--- config.mk ---
export PLATFORM = sky130hd
export DESIGN_NAME = sram_bus_arbiter
export DESIGN_NICKNAME = d
export VERILOG_FILES = /design/src/rtl/sram_bus_arbiter.sv
export SDC_FILE = /design/constraint.sdc
export NUM_CORES = 1
export LEC_CHECK = 0
export CELL_PAD_IN_SITES_DETAIL_PLACEMENT = 0
export CELL_PAD_IN_SITES_GLOBAL_PLACEMENT = 1
export CORE_MARGIN = 2
export CORE_UTILIZATION = 24
export DETAILED_ROUTE_END_ITERATION = 6
export MAX_ROUTING_LAYER = met4
export PLACE_DENSITY = 0.71
export SLEW_MARGIN = 20
export SYNTH_ARGS = -nofsm -noshare
export SYNTH_HDL_FRONTEND = slang
export SYNTH_SLANG_ARGS = --single-unit
--- constraint.sdc ---
create_clock -name clk -period 1.95 [get_ports clk]
set_input_delay 0.2925 -clock clk [delete_from_list [all_inputs] [get_ports clk]]
set_output_delay 0.2925 -clock clk [all_outputs]
set_load 0.005 [all_outputs]
--- src/rtl/sram_bus_arbiter.sv ---
// Arbitrates the core's fetch and data ports onto one asynchronous SRAM; data has priority.
// Define SRAM_ARB_MTIMER_EN to map the mtime/mtimecmp machine timer into the data port.
module sram_bus_arbiter #(
    parameter int unsigned WAIT_CYCLES   = 3,
    parameter logic [31:0] MTIME_ADDR    = 32'h0200_BFF8,
    parameter logic [31:0] MTIMECMP_ADDR = 32'h0200_4000
) (
    input  logic        clk,
    input  logic        rst,
    input  logic [31:0] if_address,
    input  logic        if_load,
    output logic [31:0] if_rdata,
    output logic        ibus_stall_req,
    input  logic [31:0] mem_address,
    input  logic        mem_load,
    input  logic        mem_store,
    input  logic [31:0] mem_wdata,
    input  logic [3:0]  mem_byte_en,
    output logic [31:0] mem_rdata,
    output logic        mem_stall_req,
    output logic        time_int,
    output logic        clear_mip,
    output logic [19:0] sram_addr,
    output logic [31:0] sram_wdata,
    input  logic [31:0] sram_rdata,
    output logic        sram_ce_n,
    output logic        sram_oe_n,
    output logic        sram_we_n,
    output logic [3:0]  sram_be_n
);

    typedef enum logic [1:0] {S_IDLE, S_ACCESS, S_DONE} state_e;
    typedef enum logic {OWN_INST, OWN_DATA} owner_e;

    localparam logic [3:0] LAST_CNT = 4'(WAIT_CYCLES - 1);

    state_e      state_q, state_d;
    owner_e      owner_q, owner_d;
    logic        is_write_q, is_write_d;
    logic [3:0]  cnt_q, cnt_d;
    logic [31:0] rdata_q, rdata_d;
    logic [19:0] sram_addr_q, sram_addr_d;
    logic [31:0] sram_wdata_q, sram_wdata_d;
    logic [3:0]  sram_be_n_q, sram_be_n_d;

    logic        data_req;
    logic        timer_hit;
    logic [31:0] timer_rdata;
    logic        unused_addr_bits;

    assign data_req         = mem_load | mem_store;
    assign unused_addr_bits = ^{if_address[31:22], if_address[1:0],
                                mem_address[31:22], mem_address[1:0]};

`ifdef SRAM_ARB_MTIMER_EN
    localparam logic [29:0] MTIME_LO_W    = MTIME_ADDR[31:2];
    localparam logic [29:0] MTIME_HI_W    = MTIME_ADDR[31:2] + 30'd1;
    localparam logic [29:0] MTIMECMP_LO_W = MTIMECMP_ADDR[31:2];
    localparam logic [29:0] MTIMECMP_HI_W = MTIMECMP_ADDR[31:2] + 30'd1;

    logic [63:0] mtime_q, mtime_d;
    logic [63:0] mtimecmp_q, mtimecmp_d;
    logic        time_int_q, time_int_d;
    logic        clear_mip_q, clear_mip_d;
    logic        hit_mtime_lo, hit_mtime_hi, hit_cmp_lo, hit_cmp_hi;
    logic        timer_wr;

    function automatic logic [31:0] merge_bytes(input logic [31:0] old_w,
                                                input logic [31:0] new_w,
                                                input logic [3:0]  be);
        logic [31:0] res;
        res = old_w;
        for (int unsigned i = 0; i < 4; i++) begin
            if (be[i]) res[i*8 +: 8] = new_w[i*8 +: 8];
        end
        return res;
    endfunction

    assign hit_mtime_lo = (mem_address[31:2] == MTIME_LO_W);
    assign hit_mtime_hi = (mem_address[31:2] == MTIME_HI_W);
    assign hit_cmp_lo   = (mem_address[31:2] == MTIMECMP_LO_W);
    assign hit_cmp_hi   = (mem_address[31:2] == MTIMECMP_HI_W);
    assign timer_hit    = hit_mtime_lo | hit_mtime_hi | hit_cmp_lo | hit_cmp_hi;
    assign timer_wr     = (state_q == S_IDLE) & mem_store & timer_hit;

    always_comb begin
        timer_rdata = '0;
        if (hit_mtime_lo)      timer_rdata = mtime_q[31:0];
        else if (hit_mtime_hi) timer_rdata = mtime_q[63:32];
        else if (hit_cmp_lo)   timer_rdata = mtimecmp_q[31:0];
        else if (hit_cmp_hi)   timer_rdata = mtimecmp_q[63:32];
    end

    // Compare on the next-state values so time_int_q tracks mtime_q >= mtimecmp_q in the same cycle.
    always_comb begin
        mtime_d     = mtime_q + 64'd1;
        mtimecmp_d  = mtimecmp_q;
        clear_mip_d = 1'b0;
        if (timer_wr) begin
            if (hit_mtime_lo) begin
                mtime_d = {mtime_q[63:32], merge_bytes(mtime_q[31:0], mem_wdata, mem_byte_en)};
            end else if (hit_mtime_hi) begin
                mtime_d = {merge_bytes(mtime_q[63:32], mem_wdata, mem_byte_en), mtime_q[31:0]};
            end else if (hit_cmp_lo) begin
                mtimecmp_d  = {mtimecmp_q[63:32], merge_bytes(mtimecmp_q[31:0], mem_wdata, mem_byte_en)};
                clear_mip_d = 1'b1;
            end else begin
                mtimecmp_d  = {merge_bytes(mtimecmp_q[63:32], mem_wdata, mem_byte_en), mtimecmp_q[31:0]};
                clear_mip_d = 1'b1;
            end
        end
        time_int_d = (mtime_d >= mtimecmp_d);
    end

    always_ff @(posedge clk or negedge rst) begin
        if (!rst) begin
            mtime_q     <= '0;
            mtimecmp_q  <= '1;
            time_int_q  <= 1'b0;
            clear_mip_q <= 1'b0;
        end else begin
            mtime_q     <= mtime_d;
            mtimecmp_q  <= mtimecmp_d;
            time_int_q  <= time_int_d;
            clear_mip_q <= clear_mip_d;
        end
    end

    assign time_int  = time_int_q;
    assign clear_mip = clear_mip_q;
`else
    assign timer_hit   = 1'b0;
    assign timer_rdata = '0;
    assign time_int    = 1'b0;
    assign clear_mip   = 1'b0;
`endif

    always_ff @(posedge clk or negedge rst) begin
        if (!rst) begin
            state_q      <= S_IDLE;
            owner_q      <= OWN_INST;
            is_write_q   <= 1'b0;
            cnt_q        <= '0;
            rdata_q      <= '0;
            sram_addr_q  <= '0;
            sram_wdata_q <= '0;
            sram_be_n_q  <= '1;
        end else begin
            state_q      <= state_d;
            owner_q      <= owner_d;
            is_write_q   <= is_write_d;
            cnt_q        <= cnt_d;
            rdata_q      <= rdata_d;
            sram_addr_q  <= sram_addr_d;
            sram_wdata_q <= sram_wdata_d;
            sram_be_n_q  <= sram_be_n_d;
        end
    end

    always_comb begin
        state_d      = state_q;
        owner_d      = owner_q;
        is_write_d   = is_write_q;
        cnt_d        = cnt_q;
        rdata_d      = rdata_q;
        sram_addr_d  = sram_addr_q;
        sram_wdata_d = sram_wdata_q;
        sram_be_n_d  = sram_be_n_q;
        unique case (state_q)
            S_IDLE: begin
                if (data_req) begin
                    owner_d    = OWN_DATA;
                    is_write_d = mem_store;
                    if (timer_hit) begin
                        // Timer registers answer immediately; the SRAM is never strobed.
                        rdata_d = timer_rdata;
                        state_d = S_DONE;
                    end else begin
                        sram_addr_d  = mem_address[21:2];
                        sram_wdata_d = mem_wdata;
                        sram_be_n_d  = mem_store ? ~mem_byte_en : 4'b0000;
                        cnt_d        = '0;
                        state_d      = S_ACCESS;
                    end
                end else if (if_load) begin
                    owner_d      = OWN_INST;
                    is_write_d   = 1'b0;
                    sram_addr_d  = if_address[21:2];
                    sram_wdata_d = '0;
                    sram_be_n_d  = 4'b0000;
                    cnt_d        = '0;
                    state_d      = S_ACCESS;
                end
            end
            S_ACCESS: begin
                cnt_d = cnt_q + 4'd1;
                if (cnt_q == LAST_CNT) begin
                    rdata_d = sram_rdata;
                    state_d = S_DONE;
                end
            end
            S_DONE:  state_d = S_IDLE;
            default: state_d = S_IDLE;
        endcase
    end

    always_comb begin
        sram_ce_n      = 1'b1;
        sram_oe_n      = 1'b1;
        sram_we_n      = 1'b1;
        mem_stall_req  = data_req & !(state_q == S_DONE && owner_q == OWN_DATA);
        ibus_stall_req = if_load  & !(state_q == S_DONE && owner_q == OWN_INST);
        if (state_q == S_ACCESS) begin
            sram_ce_n = 1'b0;
            if (is_write_q) sram_we_n = !(cnt_q < LAST_CNT);
            else            sram_oe_n = 1'b0;
        end
    end

    assign sram_addr  = sram_addr_q;
    assign sram_wdata = sram_wdata_q;
    assign sram_be_n  = sram_be_n_q;
    assign if_rdata   = rdata_q;
    assign mem_rdata  = rdata_q;

endmodule

==> results.yml <==
setup_path:
  cp_slowest_cell: "clkdlybuf4s50_1"
  max_stage_delay_ns: 0.48
  arrival_ns: 1.58
  cp-end-kind: "output port"
  critPathLaunchType: "flip-flop"
  path_cells: "o31a_1, clkdlybuf4s50_1"
  critPathKind: "flip-flop to output port"
  r2r_cells: 4
  cp.depth: 2
  cpLargestDelayFamily: "buffers and inverters"
  worstPathMaxFanout: 5
  crit_required_ns: 1.66
  path_buf_inv: 1
finish:
  layout_common_cells: "clkdlybuf4s50_1 (232), dfrtp_1 (91), mux2_2 (73), a22o_1 (32), buf_4 (10)"
  final_cell_count_no_fill: 744
  num-nets-final: 653
  antennaDiodeCount: 0
  fill_cells: 1656
  area.growth.synth_to_final_pct: 66.5
  final_common_cell: "clkdlybuf4s50_1"
  drive_gt1_share_pct: 22.2
place:
  place_inst: 727
  hpwl_mm: 8.44
  place_congestion: 0.713
  port_buffers: 237
synth:
  syn_area_um2: 4190
  synth_area_per_cell_um2: 14.0
  synth-seq-cells: 96
  ys_seq_area_share_pct: 57.4
  synthCells: 299
  synth.distinct_cells: 30
  ys_warn_count: 0
  synthFlopType: "dfrtp_1"
  synth_area_leaders: "dfrtp_1 (55%), mux2_2 (20%), a22o_1 (6.7%)"
  synth_top_area_cell: "dfrtp_1"
  synth-edff-count: 0
  yosysTopAreaCellShare_pct: 54.9
  synthArstFlopShare_pct: 100
clocking:
  cts_setup_buffers: 0
  htree_levels: 3
  clk_path_buf_depth: 2
  clk-insertion-delay-late_ns: 0.34
  cts_tree: "done"
  cts-buffers-inserted: 9
  cts_root_buf: "clkbuf_16"
  clkTransAtPathRegs_ns: 0.07
  cts_sinks: 96
detailed_routing:
  routed_wl_mm: 11.0
  drtPass1Iterations: 4
  num_vias: 3138
  drt_iter0_markers: 39
  wl_per_cell_um: 14.7
  drc_errors: 0
  vias_per_cell: 4.22
  final_antenna_net_count: 0
sta:
  max_freq_mhz: 534
  hold_ws_ns: 0.380
  clock-skew-final_ns: 0.00496
  fin_setup_tns_ns: 0
  post-route-period-util_pct: 96.1
  setup_violations: 0
  maxSlewViolCount: 0
  hold_violations: 0
  rsz0062_at_grt: "false"
  fin_crit_ns: 1.87
floorplan:
  die-area_um2: 18500
  ios: 264
  coreArea_um2: 17200
  fp.dieW_um: 136
  start_util_pct: 24.4
  die_h_um: 136
  rows: 48
grt:
  grt_max_degree: 46
  overflow: 0
  grt_pass1_vias: 3304
  antenna_found_initial: 0
  grtUsageTotal_pct: 12.2
  grt_pass1_wl_mm: 17.0
flow_run:
  cap_violations: 0
power_and_ir_drop:
  ir_drop_v: 0.000640
  power_leakage_nw: 2.87
  powerDensity_nw_per_um2: 1540
hold_path:
  min_path_type: "input port to asynchronous set/reset pin"
run_status:
  outcome: "finished clean"
[where the power goes]
part           total [W]  internal, W  switching (W)
clock network    0.00177      0.00103       0.000746
logic            0.00530      0.00360        0.00169
registers        0.00366      0.00301       0.000645
[per-layer routing]
layer  track usage, %  vias up  part of all wire [%]
met2             20.7      153                    49
met1             14.0     1518                    41
li1                 -     1454                     -
met3             2.98       13                   8.5
met4             4.57        0                   1.9
met5                -        -                     0
[synth_stat cells, types with 4 or more instances]
cell type  number
a22o_1         32
buf_2           4
buf_4          36
buf_6           6
dfrtp_1        92
dfstp_2         4
inv_1           9
mux2_2         73
nand2_1         4
nand3b_1        5
nor2_1          4
o21ai_0         4
[logic make-up (layout without fill, tap and decap cells)]
logic type      count (synthesis)  in the layout  share of synthesized area [%]
buf+inv                        59            278                           9.73
simple gates                   22             22                           3.55
compound gates                 43             43                           8.30
fa+ha+maj                       2              2                          0.597
mux                            74             74                           19.9
other cells                     1              2                         0.0895
xor+xnor                        2              2                          0.418
flops                          96             96                           57.5
[sequential cells by signal, summed over array words and instances, names as in the netlist]
signal and count:
sram_addr 20, if_rdata 32, owner_q 1, state_q 2, is_write_q 1, sram_be_n 4
sram_wdata 32, cnt_q 4
[worst register-to-register path: stages (launching register included)]
cell and delay (ns):
dfrtp_2 0.45, buf_4 0.16, nor3_4 0.21, buf_12 0.21, mux2_2 0.36
[path summary, 6_finish.rpt]
check | start | endpoint | slack [ns]
max | state_q[0] | ibus_stall_req | 0.08
min | rst | sram_addr[16] | 0.38
max reg2reg | state_q[0] | sram_addr[4] | 0.45
min reg2reg | sram_be_n[1] | sram_be_n[1] | 0.48
max in group asynchronous | rst | sram_be_n[0] | 0.99
min in group clk | sram_be_n[1] | sram_be_n[1] | 0.48
[area by class of cell]
type / count / area (um^2) / share of cell area (%)
multi-input cells: 145 / 1390 / 19.9
inverters: 9 / 33.8 / 0.484
clock buffers: 11 / 243 / 3.48
well taps: 225 / 282 / 4.04
clock inverters: 5 / 56.3 / 0.807
flip-flops and latches: 96 / 2410 / 34.5
repair buffers: 253 / 2570 / 36.8
[stage by stage]
stage / instance area, um^2 / setup WS (ns) / utilization [%] / total power (W)
after floorplan: 4190 / 0.422 / - / 0.00613
after global placement: 6670 / 0.0187 / 38.8 / 0.00903
after detailed placement: 6670 / 0.0183 / 38.8 / 0.00912
after CTS: 6970 / 0.0280 / 40.6 / 0.0109
after global routing: 6980 / 0.0311 / 40.6 / 0.0115
final: 6980 / 0.0767 / 40.6 / 0.0107
[timing repair]
action,CTS,global route
hold buffers,1,0
gates resized for setup,4,1
setup endpoints to repair,3,1
endpoints found under the hold margin,12,0
Note: power is estimated with default switching activity, not from simulation.
